`src/rtl/icache_pkg.sv`:
```
// Shared types, default geometry and address-split helpers for the instruction cache.
package icache_pkg;

  typedef enum logic [1:0] {
    ST_IDLE,
    ST_REFILL,
    ST_INSTALL
  } state_e;

  localparam int DEF_INDEX_BITS  = 5;
  localparam int DEF_OFFSET_BITS = 4;
  localparam int LINE_BYTES      = 1 << DEF_OFFSET_BITS;
  localparam int TAG_BITS        = 32 - DEF_INDEX_BITS - DEF_OFFSET_BITS;

  // Helpers return right-justified 32-bit fields; callers size-cast to the field width.
  function automatic logic [31:0] pc_tag(input logic [31:0] pc, input int ib, input int ob);
    return pc >> (ib + ob);
  endfunction

  function automatic logic [31:0] pc_index(input logic [31:0] pc, input int ib, input int ob);
    return (pc >> ob) & ((32'd1 << ib) - 32'd1);
  endfunction

  function automatic logic [31:0] pc_word(input logic [31:0] pc, input int ob);
    return (pc & ((32'd1 << ob) - 32'd1)) >> 2;
  endfunction

  function automatic logic [31:0] line_base(input logic [31:0] pc, input int ob);
    return pc & ~((32'd1 << ob) - 32'd1);
  endfunction

endpackage

```
`src/rtl/icache_line_array.sv`:
```
// Valid/tag/data storage: combinational read of one line, synchronous write of one line.
module icache_line_array
  import icache_pkg::*;
#(
  parameter int INDEX_BITS  = DEF_INDEX_BITS,
  parameter int OFFSET_BITS = DEF_OFFSET_BITS
) (
  input  logic                                    clk,
  input  logic                                    rst,
  input  logic                                    we,
  input  logic [INDEX_BITS-1:0]                   wr_index,
  input  logic [31-INDEX_BITS-OFFSET_BITS:0]      wr_tag,
  input  logic [(8<<OFFSET_BITS)-1:0]             wr_data,
  input  logic [INDEX_BITS-1:0]                   rd_index,
  output logic                                    rd_valid,
  output logic [31-INDEX_BITS-OFFSET_BITS:0]      rd_tag,
  output logic [(8<<OFFSET_BITS)-1:0]             rd_data
);

  localparam int NLINES    = 1 << INDEX_BITS;
  localparam int TAG_W     = 32 - INDEX_BITS - OFFSET_BITS;
  localparam int LINE_BITS = 8 << OFFSET_BITS;

  logic [NLINES-1:0]    valid_q;
  logic [NLINES-1:0]    valid_d;
  logic [TAG_W-1:0]     tag_mem  [NLINES];
  logic [LINE_BITS-1:0] data_mem [NLINES];

  always_comb begin
    valid_d = valid_q;
    if (we) valid_d[wr_index] = 1'b1;
  end

  always_ff @(posedge clk) begin
    if (!rst) valid_q <= '0;
    else      valid_q <= valid_d;
  end

  // Tag/data carry no reset so they map onto plain storage; valid gates their use.
  always_ff @(posedge clk) begin
    if (we) begin
      tag_mem[wr_index]  <= wr_tag;
      data_mem[wr_index] <= wr_data;
    end
  end

  assign rd_valid = valid_q[rd_index];
  assign rd_tag   = tag_mem[rd_index];
  assign rd_data  = data_mem[rd_index];

endmodule

```
`src/rtl/icache.sv`:
```
// Direct-mapped read-only instruction cache with byte-serial line refill.
module icache
  import icache_pkg::*;
#(
  parameter int INDEX_BITS  = DEF_INDEX_BITS,
  parameter int OFFSET_BITS = DEF_OFFSET_BITS
) (
  input  logic        clk,
  input  logic        rst,
  input  logic        rdy,
  input  logic        fetch_ready_in,
  input  logic [31:0] fetch_pc,
  input  logic        clear,
  output logic        instcache_ready_out,
  output logic [31:0] inst_out,
  output logic        mem_req,
  output logic [31:0] mem_addr,
  input  logic        mem_grant,
  input  logic [7:0]  mem_din
);

  localparam int LB        = 1 << OFFSET_BITS;
  localparam int LINE_BITS = 8 * LB;
  localparam int TAG_W     = 32 - INDEX_BITS - OFFSET_BITS;
  localparam int CNT_W     = OFFSET_BITS + 1;
  localparam logic [CNT_W-1:0] LB_CNT = CNT_W'(LB);

  state_e               state_q, state_d;
  logic [CNT_W-1:0]     issue_cnt_q, issue_cnt_d;
  logic [CNT_W-1:0]     cap_cnt_q, cap_cnt_d;
  logic                 issued_q, issued_d;
  logic [31:0]          base_q, base_d;
  logic [LINE_BITS-1:0] buf_q, buf_d;
  logic                 ready_q, ready_d;
  logic [31:0]          inst_q, inst_d;
  logic                 mem_req_q, mem_req_d;
  logic [31:0]          mem_addr_q, mem_addr_d;

  logic [INDEX_BITS-1:0] rd_index;
  logic [TAG_W-1:0]      lookup_tag;
  logic                  rd_valid;
  logic [TAG_W-1:0]      rd_tag;
  logic [LINE_BITS-1:0]  rd_data;
  logic [LINE_BITS-1:0]  line_shift;
  logic [31:0]           word_sel;
  logic                  hit;
  logic                  array_we;

  assign rd_index   = INDEX_BITS'(pc_index(fetch_pc, INDEX_BITS, OFFSET_BITS));
  assign lookup_tag = TAG_W'(pc_tag(fetch_pc, INDEX_BITS, OFFSET_BITS));
  assign word_sel   = pc_word(fetch_pc, OFFSET_BITS);
  assign line_shift = rd_data >> (word_sel * 32);
  assign hit        = rd_valid && (rd_tag == lookup_tag);
  assign array_we   = rdy && (state_q == ST_INSTALL);

  icache_line_array #(
    .INDEX_BITS (INDEX_BITS),
    .OFFSET_BITS(OFFSET_BITS)
  ) u_lines (
    .clk     (clk),
    .rst     (rst),
    .we      (array_we),
    .wr_index(INDEX_BITS'(pc_index(base_q, INDEX_BITS, OFFSET_BITS))),
    .wr_tag  (TAG_W'(pc_tag(base_q, INDEX_BITS, OFFSET_BITS))),
    .wr_data (buf_q),
    .rd_index(rd_index),
    .rd_valid(rd_valid),
    .rd_tag  (rd_tag),
    .rd_data (rd_data)
  );

  always_comb begin
    state_d     = state_q;
    issue_cnt_d = issue_cnt_q;
    cap_cnt_d   = cap_cnt_q;
    issued_d    = issued_q;
    base_d      = base_q;
    buf_d       = buf_q;
    ready_d     = 1'b0;
    inst_d      = inst_q;
    mem_req_d   = mem_req_q;
    mem_addr_d  = mem_addr_q;
    case (state_q)
      ST_IDLE: begin
        // While the response strobe is up the old request is still held, so skip it.
        if (fetch_ready_in && !clear && !ready_q) begin
          if (hit) begin
            ready_d = 1'b1;
            inst_d  = line_shift[31:0];
          end else begin
            base_d      = line_base(fetch_pc, OFFSET_BITS);
            issue_cnt_d = '0;
            cap_cnt_d   = '0;
            issued_d    = 1'b0;
            mem_req_d   = 1'b1;
            mem_addr_d  = line_base(fetch_pc, OFFSET_BITS);
            state_d     = ST_REFILL;
          end
        end
      end
      ST_REFILL: begin
        issued_d = mem_grant && (issue_cnt_q < LB_CNT);
        if (issued_d) issue_cnt_d = issue_cnt_q + 1'b1;
        // mem_din answers the address issued one cycle earlier.
        if (issued_q) begin
          buf_d[{cap_cnt_q[OFFSET_BITS-1:0], 3'b000} +: 8] = mem_din;
          cap_cnt_d = cap_cnt_q + 1'b1;
          if (cap_cnt_d == LB_CNT) begin
            state_d   = ST_INSTALL;
            mem_req_d = 1'b0;
          end
        end
        mem_addr_d = base_q + {{(32-CNT_W){1'b0}}, issue_cnt_d};
      end
      ST_INSTALL: begin
        state_d = ST_IDLE;
      end
      default: state_d = ST_IDLE;
    endcase
  end

  always_ff @(posedge clk) begin
    if (!rst) begin
      state_q     <= ST_IDLE;
      issue_cnt_q <= '0;
      cap_cnt_q   <= '0;
      issued_q    <= 1'b0;
      base_q      <= '0;
      buf_q       <= '0;
      ready_q     <= 1'b0;
      inst_q      <= '0;
      mem_req_q   <= 1'b0;
      mem_addr_q  <= '0;
    end else if (rdy) begin
      state_q     <= state_d;
      issue_cnt_q <= issue_cnt_d;
      cap_cnt_q   <= cap_cnt_d;
      issued_q    <= issued_d;
      base_q      <= base_d;
      buf_q       <= buf_d;
      ready_q     <= ready_d;
      inst_q      <= inst_d;
      mem_req_q   <= mem_req_d;
      mem_addr_q  <= mem_addr_d;
    end
  end

  // A clear in the response cycle still has to cancel that response.
  assign instcache_ready_out = ready_q && !clear;
  assign inst_out            = inst_q;
  assign mem_req             = mem_req_q;
  assign mem_addr            = mem_addr_q;

endmodule

```
`config.mk`:
```
export PLATFORM = sky130hd
export DESIGN_NAME = icache
export DESIGN_NICKNAME = d
export VERILOG_FILES = /design/src/rtl/icache_pkg.sv /design/src/rtl/icache_line_array.sv /design/src/rtl/icache.sv
export SDC_FILE = /design/constraint.sdc
export NUM_CORES = 2
export LEC_CHECK = 0
export BUFFER_PORTS_ARGS = -buffer_cell sky130_fd_sc_hd__buf_2
export CAP_MARGIN = 20
export CORE_MARGIN = 2
export CORE_UTILIZATION = 43
export CTS_BUF_LIST = sky130_fd_sc_hd__clkbuf_16
export DETAILED_ROUTE_END_ITERATION = 16
export SETUP_SLACK_MARGIN = 0.5
export SYNTH_ARGS = -nofsm -noshare
export SYNTH_HDL_FRONTEND = slang
export SYNTH_MEMORY_MAX_BITS = 65536
export SYNTH_SLANG_ARGS = --single-unit
```
`constraint.sdc`:
```
create_clock -name clk -period 12.95 [get_ports clk]
set_input_delay 3.885 -clock clk [delete_from_list [all_inputs] [get_ports clk]]
set_output_delay 3.885 -clock clk [all_outputs]
set_load 0.05 [all_outputs]
```
* After elaboration in Yosys (flattened, before gate mapping) *
Memory sizes are Yosys's and may differ from the RTL's.
Index checks and enable logic that the tools add are counted.
W data, S select, Z words.

storage, ports and cells
  register bits = 267
  bits in writable memories = 4832
  memories = 2

memories
  memory            depth  bits a word  read ports  clocked after memory_dff  write ports  line                     source
  u_lines.data_mem  32     128          1           0                         1            icache_line_array.sv:27  logic [LINE_BITS-1:0] data_mem [NLINES];
  u_lines.tag_mem   32     23           1           0                         1            icache_line_array.sv:26  logic [TAG_W-1:0] tag_mem [NLINES];

cells by class
  $add $sub $neg = 4
  $lt $le $gt $ge = 4
  eq/ne operators = 8
  shift operators = 3
  mux-type cells = 33
  bitwise operators = 2
  reductions and logical operators = 18

operator list
  cell                       number
  $bwmux W128                1
  $shift A8 B9 Y128 const A  1
  $shiftx A8 B9 Y128         1
  $shr A128 B7 Y32           1
  $mux W32                   2
  $pmux W32 S2               1
  $add A32 B5 Y32            1
  $or A32 B32 Y32            1
  $mux W5                    5
  $eq A23 B23 Y1             1
  $pmux W5 S2                2
  $mux W1                    13
  $lt A5 B6 Y1 const B       2
  $reduce_and A4 Y1          3
  $add A5 B1 Y5 const B      2
  $reduce_and A5 Y1          2
  $neg A7 Y9                 1
  $mux W2                    4
  $ne A2 B2 Y1 const B       4
  $logic_and A1 B1 Y1        7
  $reduce_and A6 Y1          1
  $bmux W1 S5                1
  $demux W1 S5               1
  $eq A5 B5 Y1 const B       1
  11 further kinds           13

* Logic depth before layout (Yosys ltp) *
  depth after elaboration = 6
  depth in mapped cells = 18
  depth with buffers taken out = 13

* Cells and area by module *
From an unflattened synthesis, not the netlist that was laid out.

unflattened totals
  cell total of the unflattened synthesis = 8827
  area, all modules = 192505.9 sq um

modules (own cells, without submodules)
  module             instances  cells an instance  area each (sq um)  seq. area each (sq um)
  icache_line_array  1          7617               181384.0           145739.8
  icache             1          1210               11121.9            4624.4

* Least setup slack after synthesis *
Ideal clock, no wire load.

  path type = input -> register
  from = in rdy
  to = mem u_lines.data_mem[20][0] (netlist bit) (enable)
  data arrival time = 10813 ps
  slack = 1471 ps
  cell stages on the path = 4
  path buffers = 1
  cell sequence = nand3b_1 > or3_1 > clkbuf_1 > nor2_1

on the way
  longest elaborated chain between the ends = 3

ends and longest elaborated chain
  what                           line                     source
  from (decl)                    icache.sv:10             input logic rdy,
  $logic_and A1 B1 Y1            icache.sv:54             assign array_we = rdy && (state_q == ST_INSTALL);
  $mux W1                        icache_line_array.sv:41  if (we) begin
  $mux W1 (not written as such)  icache_line_array.sv:43  data_mem[wr_index] <= wr_data;
  to (decl)                      icache_line_array.sv:27

No other way between the ends.

* Worst setup path after layout *
  from = in fetch_pc[5]
  to = reg inst_q[3], in the netlist inst_out[3]

on the way
  longest elaborated chain between the ends = 4
  elaborated cells on any way between the ends = 8
  those cells by class = eq/ne: 1; shift: 1; mux: 2; reduce/logical: 2; memory: 2

ends and longest elaborated chain
  what                                                                      line           source
  from (decl)                                                               icache.sv:12   input logic [31:0] fetch_pc,
  parallel branches: the longest is 4 deep, another holds $mem_v2 Z32 W128  -
  to (signal assigned)                                                      icache.sv:142  inst_q <= inst_d;
  to (decl)                                                                 icache.sv:35   logic [31:0] inst_q, inst_d;

Several ways; the timed one is not identified. The select of a mux whose other input is x is not followed.
A chain may end at the register's enable or synchronous reset.

==> impl_metrics.ini <==
[run_status]
status = completed

[floorplanning]
design.core.area_um2 = 452000
num_io_pins = 112
start_util_pct = 43.2
dieArea_um2 = 459000
die-height_um = 678
placement_rows = 247
fp.dieW_um = 678

[setup_path]
crit_buf_inv = 3
critPathMostFrequentCell = buf_12
cpMaxStageDelayCell = buf_4
cp_top_family = simple AND/OR/NAND/NOR gates
cp-start-kind = primary input
startpoint = fetch_pc[5]
cpPeakStageDelay_ns = 0.82
r2r_cells = 11
cp.depth = 13
worstPathRequired_ns = 13.89
worst_setup_path_end_kind = flip-flop
critPathMaxFanout = 113
cp_cell_sequence = buf_12, buf_4, and2_1, a22oi_1, and3_1, nor3_1, o221ai_1, a2111oi_0, nand4_1, or4_4, nor3_4, buf_12, mux2i_1
path_class = primary input to flip-flop
timing.rr.start = u_lines.tag_mem[19][2]$_DFFE_PP_
cp.arrival_ns = 9.96

[timing]
setup_violations = 0
worst_pin_slew_ns = 1.25
clock_skew_ns = 0.0334
relSlewSlack_pct = 16.6
period_needed_ns = 9.02
fin_tns_setup_ns = 0
fin_crit_sh_pct = 69.7
drv_slew = 0
fmax_mhz = 111
final.setup.worst_slack_ns = 3.93
rsz0062_at_grt = false
finalHoldViolCount = 0

[clock_tree]
cts_tree = done
clk_path_buf_depth = 4
cts.sinks = 5095
postCtsSetupBuffers = 0
root_buffer = clkbuf_16
cts_hold_buf = 0
clk_pin_slew_worst_paths_ns = 0.06
clock_latency_ns = 1.04
cts_buffers = 522
cts_resized = 0
htreeDepth = 6

[global_routing]
grt_max_degree = 148
grtUsageTotal_pct = 21.8
grt_first_pass_wirelength_um = 714000
grt.overflow.total = 0
antenna_found_initial = 14
grt_pass1_vias = 94700

[job]
max-cap-violations = 0

[logic_synthesis]
synth.cell_area_um2 = 195000
yosys.area.top_type = edfxtp_1
yosys_warnings = 0
synthFlopType = edfxtp_1
synth_fp_nets = 8536
synth_seq_cells = 5095
synth_top_family_by_area = multiplexers
synth_area_leaders = edfxtp_1, mux4_2, dfxtp_1
synth_edf_count = 4832
synthXorXnorAreaFrac_pct = 0.238
synth_top_area_share_pct = 74.4
syn-instance-count = 8483
synth-simple-area-share_pct = 1.66
synth-compound-area-share_pct = 0.830
async_reset_ff_share_pct = 0
synth_seq_area_share_pct = 77.1
synth.avg_cell_area_um2 = 23.0
synth_mux_area_share_pct = 19.1
synthAdderAreaFrac_pct = 0.0449
synthDistinctLibCells = 64

[worst_hold_path]
hold_depth = 2
hold_start = inst_out[17]$_SDFFE_PN0P_
hp-class = flip-flop to flip-flop

[drt]
vias = 93100
via_per_inst = 6.08
drc = 0
routed_wirelength_um = 507000
drt-pass1-iter-count = 6
avgRoutedWirePerCell_um = 33.1
drt_iter0_markers = 11900
final_antenna_net_count = 0

[layout]
final_cell_mix = edfxtp_1, mux4_2, clkbuf_16
fillCellCount = 35800
area_growth_pct = 13.1
stdcell_count = 15300
drive_above_1_share_pct = 28.3
layout_commonest_cell = edfxtp_1
nets = 8947

[power]
leakage_nw = 72.8
peakVddDrop_uv = 152
sw_frac_of_total_pct = 20.7
power.share.clock_pct = 43.5
power_density_nw_per_um2 = 149
power_frac_comb_pct = 2.5
p_sw_w = 0.00682
internal_power_w = 0.0261
seqPwrFrac_pct = 54.1

[placed_design]
hpwl_um = 242000
dp.cells = 14300
port_buffers = 109
globalplace.congestion = 0.802
pre_cts_ws_ns = 2.92
==> final timing paths <==
check                                    to  slack (ns)
setup / recovery   inst_out[3]$_SDFFE_PN0P_        3.93
setup reg to reg   inst_out[3]$_SDFFE_PN0P_        8.02
hold reg to reg   inst_out[17]$_SDFFE_PN0P_        0.46
hold / removal    inst_out[17]$_SDFFE_PN0P_        0.46
==> routing by layer <==
layer / GRT usage (%) / part of all wire (%) / up-vias
met4: 5.44 / 2.5 / 2
met2: 35.2 / 48 / 4250
li1: - / - / 36900
met5: 0 / 0.0014 / -
met1: 31.3 / 41 / 51300
met3: 3.43 / 8.4 / 708
==> synthesized netlist by cell type, types with 9 or more instances <==
cell and number:
edfxtp_1 4832, mux4_2 1483, mux2i_1 345, clkbuf_1 311, nor2_1 272, dfxtp_1 263
nand2_1 260, buf_1 97, nand3_1 60, a22oi_1 57, and3_1 50, mux2_2 39
buf_2 38, o21ai_0 30, xor2_1 29, o211ai_1 24, xnor2_1 24, buf_4 22
a21oi_1 21, nor2b_1 17, o22ai_1 16, nand4_1 14, nand2b_1 13, o221ai_1 13
nor3_1 12, and2_1 11, a211oi_1 9, a31oi_1 9, o21ai_1 9
==> worst register-to-register path, delay by kind of cell (launching register included) <==
kind	cells	cell delay, ns
compound gates	3	1.44
flops	1	0.36
mux	3	1.01
buf+inv	1	0.39
simple gates	3	1.52
xor+xnor	1	0.14
==> stage by stage <==
| step | utilization (%) | hold slack (ns) | instance area [um2] | power [W] |
|---|---|---|---|---|
| global placement | 45.1 | 0.447 | 204000 | 0.0189 |
| floorplan | - | 0.440 | 195000 | 0.0187 |
| finish | 48.8 | 0.458 | 221000 | 0.0329 |
| CTS | 48.7 | 0.461 | 220000 | 0.0331 |
| global route | 48.8 | 0.476 | 221000 | 0.0338 |
| detailed placement | 45.1 | 0.449 | 204000 | 0.0190 |
==> power groups by stage <==
| stage | combinational (W) | sequential [W] | clock [W] |
|---|---|---|---|
| final | 0.000807 | 0.0178 | 0.0143 |
| after detailed placement | 0.000807 | 0.0181 | 0 |
| after floorplan | 0.000524 | 0.0182 | 0 |
| after global placement | 0.000803 | 0.0181 | 0 |
| after CTS | 0.000808 | 0.0178 | 0.0145 |
| after global routing | 0.000855 | 0.0178 | 0.0152 |
==> state kept, by name, summed over array words and instances, names as in the netlist <==
name,cells
base_q,28
buf_q,128
cap_cnt_q,5
inst_out,32
issue_cnt_q,5
issued_q,1
mem_addr,28
mem_req,1
ready_q,1
state_q,2
u_lines.data_mem,4096
u_lines.tag_mem,736
u_lines.valid_q,32
==> logic make-up (layout without fill, tap and decap cells) <==
kind of cell / count (synthesis) / count (layout)
AOI/OAI and AO/OA: 232 / 232
xor gates and xnor gates: 53 / 53
adders and majority gates: 7 / 7
buffers and inverters: 484 / 1324
DFF: 5095 / 5095
muxes: 1873 / 1873
other: 0 / 8
and+or+nand+nor: 739 / 739
==> layout make-up <==
cell class	instances	area (um2)	area share, %
Clock buffer	535	13400	6.06
Multi-Input combinational cell	2904	43100	19.5
Antenna cell	8	20.0	0.00907
Inverter	9	48.8	0.0221
Sequential cell	5095	150000	68.1
Clock inverter	418	2870	1.30
Tap cell	5976	7480	3.39
Timing Repair Buffer	362	3540	1.60
Note: power is estimated with default switching activity, not from simulation.
